**src/rtl/breath_led_pkg.sv**
```systemverilog
// Shared definitions for the breathing LED array: mode encodings and the
// prescaler ratio derived from the clock, PWM rate and duty resolution.
package breath_led_pkg;

   typedef enum logic [1:0] {
      MODE_OFF    = 2'b00,
      MODE_ON     = 2'b01,
      MODE_BREATH = 2'b10,
      MODE_BLINK  = 2'b11
   } led_mode_t;

   // Clock cycles per PWM slot, floored; zero means the clock is too slow.
   function automatic int calc_presc(input int clock_frq, input int pwm_frq, input int duty_w);
      return clock_frq / (pwm_frq * (1 << duty_w));
   endfunction

endpackage

```
**src/rtl/breath_pwm_ch.sv**
```systemverilog
// One LED channel: period-aligned shadow of mode and breath duty, mode
// decode and slot compare, with a registered LED output.
module breath_pwm_ch
   import breath_led_pkg::*;
#(
   parameter int DUTY_W = 8
) (
   input  logic              clk,
   input  logic              rst_n,
   input  logic              load,
   input  logic [1:0]        mode,
   input  logic [DUTY_W:0]   phase,
   input  logic [DUTY_W-1:0] slot,
   output logic              led
);

   led_mode_t         mode_q;
   logic [DUTY_W-1:0] duty;
   logic [DUTY_W-1:0] duty_q;
   logic              blink_q;
   logic              led_d;

   // Rising half of the triangle uses the phase directly, falling half mirrors it.
   assign duty = phase[DUTY_W] ? ~phase[DUTY_W-1:0] : phase[DUTY_W-1:0];

   always_ff @(posedge clk or negedge rst_n) begin
      if (!rst_n) begin
         mode_q  <= MODE_OFF;
         duty_q  <= '0;
         blink_q <= 1'b0;
      end else if (load) begin
         mode_q  <= led_mode_t'(mode);
         duty_q  <= duty;
         blink_q <= ~phase[DUTY_W];
      end
   end

   always_comb begin
      led_d = 1'b0;
      case (mode_q)
         MODE_OFF:    led_d = 1'b0;
         MODE_ON:     led_d = 1'b1;
         MODE_BREATH: led_d = (slot < duty_q);
         MODE_BLINK:  led_d = blink_q;
         default:     led_d = 1'b0;
      endcase
   end

   always_ff @(posedge clk or negedge rst_n) begin
      if (!rst_n) led <= 1'b0;
      else        led <= led_d;
   end

endmodule

```
**src/rtl/breath_led_array.sv**
```systemverilog
// Multi-channel breathing LED driver: shared prescaler, PWM slot, step and
// phase counters feeding one breath_pwm_ch per channel.
module breath_led_array
   import breath_led_pkg::*;
#(
   parameter int CLOCK_FRQ    = 50000000,
   parameter int PWM_FRQ      = 1000,
   parameter int DUTY_W       = 8,
   parameter int N_CH         = 4,
   parameter int STEP_PERIODS = 2,
   parameter int PHASE_OFS    = 0
) (
   input  logic              CLK,
   input  logic              RSTN,
   input  logic [2*N_CH-1:0] MODE,
   input  logic              PAUSE,
   output logic [N_CH-1:0]   LED
);

   localparam int PRESC   = calc_presc(CLOCK_FRQ, PWM_FRQ, DUTY_W);
   localparam int PRESC_W = (PRESC > 1) ? $clog2(PRESC) : 1;
   localparam int STEP_W  = (STEP_PERIODS > 1) ? $clog2(STEP_PERIODS) : 1;
   localparam logic [PRESC_W-1:0] PRESC_LAST = PRESC_W'(PRESC - 1);
   localparam logic [STEP_W-1:0]  STEP_LAST  = STEP_W'(STEP_PERIODS - 1);

   if (PRESC < 1) begin : g_bad_presc
      $error("breath_led_array: CLOCK_FRQ/(PWM_FRQ*2^DUTY_W) must be at least 1");
   end
   if (STEP_PERIODS < 1) begin : g_bad_step
      $error("breath_led_array: STEP_PERIODS must be at least 1");
   end

   logic [PRESC_W-1:0] presc_cnt;
   logic [DUTY_W-1:0]  slot_cnt;
   logic [STEP_W-1:0]  step_cnt;
   logic [DUTY_W:0]    phase_q;
   logic               tick;
   logic               boundary;

   assign tick     = (presc_cnt == PRESC_LAST);
   assign boundary = tick && (slot_cnt == '1);

   always_ff @(posedge CLK or negedge RSTN) begin
      if (!RSTN)     presc_cnt <= '0;
      else if (tick) presc_cnt <= '0;
      else           presc_cnt <= presc_cnt + 1'b1;
   end

   // Slot counter wraps naturally at 2^DUTY_W; the wrap is the period boundary.
   always_ff @(posedge CLK or negedge RSTN) begin
      if (!RSTN)     slot_cnt <= '0;
      else if (tick) slot_cnt <= slot_cnt + 1'b1;
   end

   // PAUSE sampled on the same edge wins, freezing both step count and phase.
   always_ff @(posedge CLK or negedge RSTN) begin
      if (!RSTN) begin
         step_cnt <= '0;
         phase_q  <= '0;
      end else if (boundary && !PAUSE) begin
         if (step_cnt == STEP_LAST) begin
            step_cnt <= '0;
            phase_q  <= phase_q + 1'b1;
         end else begin
            step_cnt <= step_cnt + 1'b1;
         end
      end
   end

   for (genvar i = 0; i < N_CH; i++) begin : g_ch
      localparam int              OFS   = i * PHASE_OFS;
      localparam logic [DUTY_W:0] OFS_V = OFS[DUTY_W:0];

      logic [DUTY_W:0] phase_ch;

      assign phase_ch = phase_q + OFS_V;

      breath_pwm_ch #(
         .DUTY_W(DUTY_W)
      ) u_ch (
         .clk  (CLK),
         .rst_n(RSTN),
         .load (boundary),
         .mode (MODE[2*i +: 2]),
         .phase(phase_ch),
         .slot (slot_cnt),
         .led  (LED[i])
      );
   end

endmodule

```
**config.mk**
```make
export PLATFORM = sky130hd
export DESIGN_NAME = breath_led_array
export DESIGN_NICKNAME = d
export VERILOG_FILES = /design/src/rtl/breath_led_pkg.sv /design/src/rtl/breath_pwm_ch.sv /design/src/rtl/breath_led_array.sv
export SDC_FILE = /design/constraint.sdc
export NUM_CORES = 1
export LEC_CHECK = 0
export ABC_AREA = 1
export CORE_MARGIN = 3
export CORE_UTILIZATION = 63
export CTS_CLUSTER_SIZE = 20
export DETAILED_ROUTE_END_ITERATION = 10
export PLACE_DENSITY_LB_ADDON = 0.08
export REMOVE_ABC_BUFFERS = 1
export SYNTH_ARGS = -nofsm -noshare
export SYNTH_HDL_FRONTEND = slang
export SYNTH_HIERARCHICAL = 1
export SYNTH_SLANG_ARGS = --single-unit
```
**constraint.sdc**
```tcl
create_clock -name CLK -period 2.8 [get_ports CLK]
set_input_delay 0.42 -clock CLK [delete_from_list [all_inputs] [get_ports CLK]]
set_output_delay 0.42 -clock CLK [all_outputs]
set_load 0.01 [all_outputs]
```
==> results.sh, run 1 <==
export IMPL_drt_total_wl_mm=8.44
export IMPL_crit_fanout=22
export IMPL_setup_violations=0
export IMPL_timing_final_crit_share_pct=66.0
export IMPL_seq_area_frac_synth_pct=43.2
export IMPL_antenna_cells=0
export IMPL_rr_startpoint="presc_cnt[0]"
export IMPL_muxShareOfSynthArea_pct=0
export IMPL_post_route_min_period_ns=1.85
export IMPL_rsz0062_at_grt="no"
export IMPL_wire_per_inst_um=13.9
export IMPL_dr_pass1_iters=4
export IMPL_post_cts_resized=0
export IMPL_worst_r2r_setup_slack_ns=0.95
export IMPL_synth_top_area_share_pct=43.2
export IMPL_critPathKind="flop to flop"
export IMPL_yosysWarnings=6
export IMPL_grt_max_degree=52
export IMPL_fin_skew_ns=0.00923
export IMPL_cts_buffers_inserted=9
export IMPL_dp_cells=593
export IMPL_synth_ff_type="dfrtp_1"
export IMPL_final_cells=609
export IMPL_reg2reg_to="g_ch[2].u_ch/blink_q"
export IMPL_fin_nets=570
export IMPL_antenna_found_initial=0
export IMPL_die_w_um=88.5
export IMPL_multi_input_area_mm2=0.00204
export IMPL_power_density_mw_per_mm2=469
export IMPL_vias_per_cell=5.29
export IMPL_drt_iter0_drc=284
export IMPL_seq_area_mm2=0.00185
export IMPL_ioPinCount=15
export IMPL_cts_root_buf="clkbuf_8"
export IMPL_tritoncts="yes"
export IMPL_synth_top_family_by_area="simple AND/OR/NAND/NOR gates"
export IMPL_core_mm2=0.00646
export IMPL_synth_area_leaders="dfrtp_1 (43%), nand2_1 (13%), ha_1 (9.3%)"
export IMPL_drv_slew=0
export IMPL_cp_required_ns=3.00
export IMPL_area_growth_pct=9.25
export IMPL_fill_cells=509
export IMPL_cts_sinks=74
export IMPL_finalHoldViolCount=0
export IMPL_grt_pass1_wl_mm=14.0
export IMPL_dp_final_hpwl_mm=5.80
export IMPL_holdBufCountCts=0
export IMPL_clkTransAtPathRegs_ns=0.08
export IMPL_synthSimpleGateAreaFrac_pct=21.7
export IMPL_setup_tns_ns=0
export IMPL_worst_slew_pin_slew_ns=1.03
export IMPL_cap_violations=0
export IMPL_chipHeight_um=88.5
export IMPL_overflow=0
export IMPL_finalInstanceArea_mm2=0.00469
export IMPL_grt_use_total_pct=23.9
export IMPL_synth_xor_area_share_pct=8.17
export IMPL_netlist_instances=511
export IMPL_synth_area_mm2=0.00429
export IMPL_synth_seq_cells=74
export IMPL_status="finished clean"
export IMPL_fp_row_count=29
export IMPL_cp_start_kind="flop"
export IMPL_synth_edf_count=0
export IMPL_vias=3219
export IMPL_synth_adder_area_share_pct=9.33
export IMPL_rr_worst_depth=10
export IMPL_routabilityCongestion=0.851
export IMPL_die_area_mm2=0.00783
export IMPL_portBuffers=14
export IMPL_peakVddDrop_mv=0.307
export IMPL_start_util_pct=66.4
export IMPL_postCtsSetupRepairBufs=0
export IMPL_hold_class="input port to async pin"
export IMPL_htreeDepth=3
export IMPL_slew_headroom_pct=31.4
export IMPL_synth_compound_area_share_pct=8.40
export IMPL_synth_cell_types=28
export IMPL_cts_path_max_buffers=2
export IMPL_drc=0
export IMPL_async_reset_ff_share_pct=100
export IMPL_syn_avg_cell_area_um2=8.39
export IMPL_synth_top_area_cell="dfrtp_1"
export IMPL_fmax_mhz=541
export IMPL_clkLatencyLatePin_ns=0.35
export IMPL_end_kind="flop"
export IMPL_ant_nets=0
export IMPL_p_leak_uw=0.00219
export IMPL_place_area_mm2=0.00442
export IMPL_grt_pass1_vias=2952
export IMPL_arrival_ns=2.04
export IMPL_layout_drive_gt1_share_pct=7.71
==> layout make-up <==
type,instances,area share [%]
multi-input cells,354,43.6
flip-flops and latches,74,39.5
inverters,71,5.69
repair buffers,17,3.42
clock buffers,11,3.02
clock inverters,5,2.67
well taps,77,2.06
==> worst max-delay path: stages (launching register included) <==
cell and delay [ns]:
dfrtp_1 0.41, inv_1 0.07, ha_1 0.15, inv_1 0.07
nor2_4 0.12, nand3_4 0.12, nor2_1 0.11, buf_4 0.27
inv_2 0.20, nand2_1 0.11, o21ai_2 0.05
==> per-stage QoR <==
step / hold WS (ns) / setup slack [ns] / utilization [%] / power, µW
CTS: 0.116 / 0.946 / 72.5 / 2220
finish: 0.0927 / 0.952 / 72.5 / 2200
global placement: 0.469 / 0.998 / 68.4 / 1130
detailed placement: 0.468 / 0.976 / 68.4 / 1130
floorplan: 0.124 / 0.511 / - / 1090
global route: 0.127 / 0.764 / 72.5 / 2280
==> cell usage after synthesis (3+ instances only) <==
library cell and count:
nand2_1 146, inv_2 4, nor3_1 5, a21oi_1 10, buf_6 8, inv_1 66
nand3_1 11, dfrtp_1 74, nand4_1 12, xnor2_1 34, buf_4 3, nor2_1 33
xor2_1 6, nor2_2 3, a21o_1 4, ha_1 32, o21ai_1 28, o21ai_2 8
o21ai_0 14
==> how the worst max path moves through the flow <==
stage                              to  slack (ns)         start
6_report         g_ch[2].u_ch/blink_q        0.95  presc_cnt[0]
5_1_grt        g_ch[2].u_ch/duty_q[1]        0.76   slot_cnt[1]
4_1_cts          g_ch[2].u_ch/blink_q        0.95  presc_cnt[0]
3_5_place_dp   g_ch[1].u_ch/duty_q[5]        0.98  presc_cnt[0]
3_3_place_gp     g_ch[2].u_ch/blink_q         1.0  presc_cnt[0]
2_1_floorplan    g_ch[0].u_ch/blink_q        0.51  presc_cnt[0]
==> placed cells by master (no fill, tap or decap), types with 2 or more instances in the layout <==
master | netlist | routed
nand2_1 | 146 | 146
dfrtp_1 | 74 | 73
inv_1 | 66 | 66
xnor2_1 | 34 | 34
nor2_1 | 33 | 33
ha_1 | 32 | 32
o21ai_1 | 28 | 28
o21ai_0 | 14 | 14
clkdlybuf4s50_1 | 0 | 13
nand4_1 | 12 | 12
nand3_1 | 11 | 11
a21oi_1 | 10 | 10
clkbuf_8 | 0 | 10
o21ai_2 | 8 | 8
xor2_1 | 6 | 6
nor3_1 | 5 | 5
bufinv_16 | 0 | 4
a21o_1 | 4 | 4
inv_2 | 4 | 4
buf_4 | 3 | 4
nor2_2 | 3 | 3
nand2_2 | 2 | 2
==> layer usage <==
layer | up-vias | routed length [µm] | track usage, %
met4 | 0 | 117 | 7.83
met3 | 10 | 372 | 4.19
met1 | 1495 | 3960 | 32.3
met2 | 74 | 3980 | 39.1
met5 | - | 0 | 0
li1 | 1640 | - | -
==> sequential cells by signal (all words and copies together), names as in the netlist <==
signal / count
phase_q: 9
g_ch.u_ch/duty_q: 32
g_ch.u_ch/led: 4
g_ch.u_ch/blink_q: 4
step_cnt: 1
presc_cnt: 8
slot_cnt: 8
g_ch.u_ch/mode_q: 8
==> cell families after synthesis <==
family,after synthesis
compound gates,64
xor+xnor,40
fa+ha+maj,32
buf+inv,83
flops,74
simple gates,218
==> report_power, final <==
part | total, µW | internal (µW) | switching (µW) | leakage (µW)
registers | 1070 | 1070 | 0 | 0.000976
clock network | 1090 | 706 | 387 | 0.000134
logic | 39.4 | 13.8 | 25.7 | 0.00108
(Power assumes the default switching activity.)
==> run 2, diff against run 1 <==
--- a/config.mk
+++ b/config.mk
@@ -7,7 +7,7 @@
 export LEC_CHECK = 0
 export ABC_AREA = 1
 export CORE_MARGIN = 3
-export CORE_UTILIZATION = 63
+export CORE_UTILIZATION = 57
 export CTS_CLUSTER_SIZE = 20
 export DETAILED_ROUTE_END_ITERATION = 10
 export PLACE_DENSITY_LB_ADDON = 0.08
==> constraint.sdc (replaced) <==
create_clock -name CLK -period 1.65 [get_ports CLK]
set_input_delay 0.2475 -clock CLK [delete_from_list [all_inputs] [get_ports CLK]]
set_output_delay 0.2475 -clock CLK [all_outputs]
set_load 0.01 [all_outputs]
==> results.sh, run 2 (synthesis results as in run 1) <==
export IMPL_vias_per_cell=5.07
export IMPL_clkTransAtPathRegs_ns=0.08
export IMPL_core_mm2=0.00706
export IMPL_fmax_mhz=641
export IMPL_dp_final_hpwl_mm=6.33
export IMPL_clkLatencyLatePin_ns=0.34
export IMPL_htreeDepth=3
export IMPL_arrival_ns=1.78
export IMPL_setup_violations=0
export IMPL_cts_sinks=74
export IMPL_cp_start_kind="flop"
export IMPL_grtUsageMet1_pct=28.9
export IMPL_fp_row_count=30
export IMPL_power_frac_comb_pct=2.4
export IMPL_p_sw_share_pct=22.6
export IMPL_busiest_layer="met2"
export IMPL_use_met2_pct=38.3
export IMPL_finalInstanceArea_mm2=0.00492
export IMPL_crit_fanout=7
export IMPL_antenna_found_initial=0
export IMPL_p_int_uw=2420
export IMPL_die_w_um=92.7
export IMPL_drc=0
export IMPL_grt_use_total_pct=22.4
export IMPL_status="finished clean"
export IMPL_crit_chain="inv_1 > ha_2 > inv_2 > nor2_4 > nand3_4 > nor2_4 > buf_12 > clkbuf_16 > o21ai_0"
export IMPL_routabilityCongestion=0.798
export IMPL_vias=3324
export IMPL_drt_total_wl_mm=9.08
export IMPL_largest_reg_flops=32
export IMPL_final_cell_mix="nand2_1 (145), dfrtp_1 (72), inv_1 (65)"
export IMPL_p_sw_uw=708
export IMPL_reg2reg_to="g_ch[0].u_ch/mode_q[0]"
export IMPL_chipHeight_um=92.7
export IMPL_fin_skew_ns=0.00711
export IMPL_rr_worst_depth=9
export IMPL_cts_path_max_buffers=2
export IMPL_ioPinCount=15
export IMPL_final_cells=655
export IMPL_cts_buffers_inserted=9
export IMPL_portBuffers=14
export IMPL_grt_pass1_wl_mm=15.0
export IMPL_start_util_pct=60.8
export IMPL_cp_required_ns=1.87
export IMPL_place_area_mm2=0.00462
export IMPL_max_stage_delay_ns=0.38
export IMPL_dr_pass1_iters=5
export IMPL_rr_startpoint="presc_cnt[0]"
export IMPL_overflow=0
export IMPL_layout_drive_gt1_share_pct=12.9
export IMPL_path_delay_family="buffers and inverters"
export IMPL_dp_cells=632
export IMPL_finalHoldViolCount=0
export IMPL_drv_slew=0
export IMPL_clockPowerShare_pct=39.8
export IMPL_cts_root_buf="clkbuf_8"
export IMPL_fill_cells=584
export IMPL_top_register="g_ch.u_ch/duty_q"
export IMPL_grt_pass1_vias=3174
export IMPL_worst_slew_pin_slew_ns=0.456
export IMPL_met3_usage_pct=3.41
export IMPL_peakVddDrop_mv=0.354
export IMPL_drt_iter0_drc=137
export IMPL_grt_max_degree=39
export IMPL_ant_nets=0
export IMPL_cp_slowest_cell="dfrtp_1"
export IMPL_end_kind="flop"
export IMPL_worst_r2r_setup_slack_ns=0.09
export IMPL_antenna_cells=0
export IMPL_tritoncts="yes"
export IMPL_critPathKind="flop to flop"
export IMPL_hold_class="input port to async pin"
export IMPL_timing_final_crit_share_pct=94.6
export IMPL_power_density_mw_per_mm2=637
export IMPL_area_growth_pct=14.6
export IMPL_cap_violations=0
export IMPL_largestRegisters="g_ch.u_ch/duty_q x32, phase_q x9"
export IMPL_path_buf_inv=4
export IMPL_fin_nets=597
export IMPL_hold_ws_ns=0.376
export IMPL_final_common_cell="nand2_1"
export IMPL_seq_power_share_pct=57.8
export IMPL_crit_top_cell="nor2_4"
export IMPL_slew_headroom_pct=69.6
export IMPL_die_area_mm2=0.00860
export IMPL_wire_per_inst_um=13.9
export IMPL_post_route_min_period_ns=1.56
export IMPL_p_leak_uw=0.00231
## run 2: cell types whose count changed in the layout (fill, tap and decap cells not counted), sizes merged
cell / previous run / this run
clkinvlp: 0 / 1
clkinv: 2 / 5
buf: 4 / 29
dlygate4sd3: 0 / 1
bufinv: 4 / 0
clkbuf: 11 / 12
## run 2: routing by layer
metal  vias to the layer above  routed length, µm
li1                       1698                  -
met2                        50               4470
met3                         9                252
met4                         0                116
met1                      1567               4240
met5                         -                  0
## run 2: worst max-delay path by stage
stage                 start                      to  cells past startpoint
2_1_floorplan  presc_cnt[0]    g_ch[0].u_ch/blink_q                      9
3_3_place_gp   presc_cnt[0]  g_ch[0].u_ch/duty_q[2]                     10
3_5_place_dp   presc_cnt[0]  g_ch[0].u_ch/duty_q[2]                     10
4_1_cts        presc_cnt[0]  g_ch[1].u_ch/duty_q[3]                     10
5_1_grt        presc_cnt[0]  g_ch[3].u_ch/mode_q[0]                     10
6_report       presc_cnt[0]  g_ch[0].u_ch/mode_q[0]                      9
## run 2: area by class of cell
class / count / area [µm²] / share of cell area, %
Clock buffer: 11 / 141 / 2.88
Clock inverter: 5 / 31.3 / 0.636
Inverter: 71 / 287 / 5.83
Multi-Input combinational cell: 354 / 2060 / 41.8
Sequential cell: 74 / 1850 / 37.7
Tap cell: 96 / 120 / 2.44
Timing Repair Buffer: 44 / 428 / 8.70
## run 2: worst reg2reg max path: stages (launching register included)
cell and delay (ns):
dfrtp_1 0.38, inv_1 0.06, ha_2 0.18, inv_2 0.04, nor2_4 0.09, nand3_4 0.12
nor2_4 0.17, buf_12 0.17, clkbuf_16 0.16, o21ai_0 0.08
## run 2: power groups by stage
| stage | registers (µW) | logic [µW] | clock network [µW] |
|---|---|---|---|
| global route | 1810 | 86.2 | 1360 |
| floorplan | 1850 | 4.66 | 0 |
| finish | 1810 | 75.2 | 1250 |
| detailed placement | 1850 | 76.0 | 0 |
| CTS | 1810 | 78.2 | 1290 |
| global placement | 1850 | 75.3 | 0 |
## run 2: through the flow
step                 TNS, ns  utilization, %  power, µW  setup slack (ns)
floorplan             -24.08               -       1850            -0.639
global placement           0            65.4       1920            0.0323
detailed placement         0            65.4       1920          0.000566
CTS                 -0.00906            68.0       3180          -0.00461
global route        -0.00101            69.7       3260          -0.00101
finish                     0            69.7       3130            0.0894
## run 2: repair_timing
item / in CTS / in global routing
endpoints found under the setup margin: 2 / 47
cloned: 0 / 2
setup buffers: 0 / 4
resized for setup: 0 / 25
pin swaps: 0 / 3
hold endpoints to repair: 29 / 0
hold buffers: 1 / 0
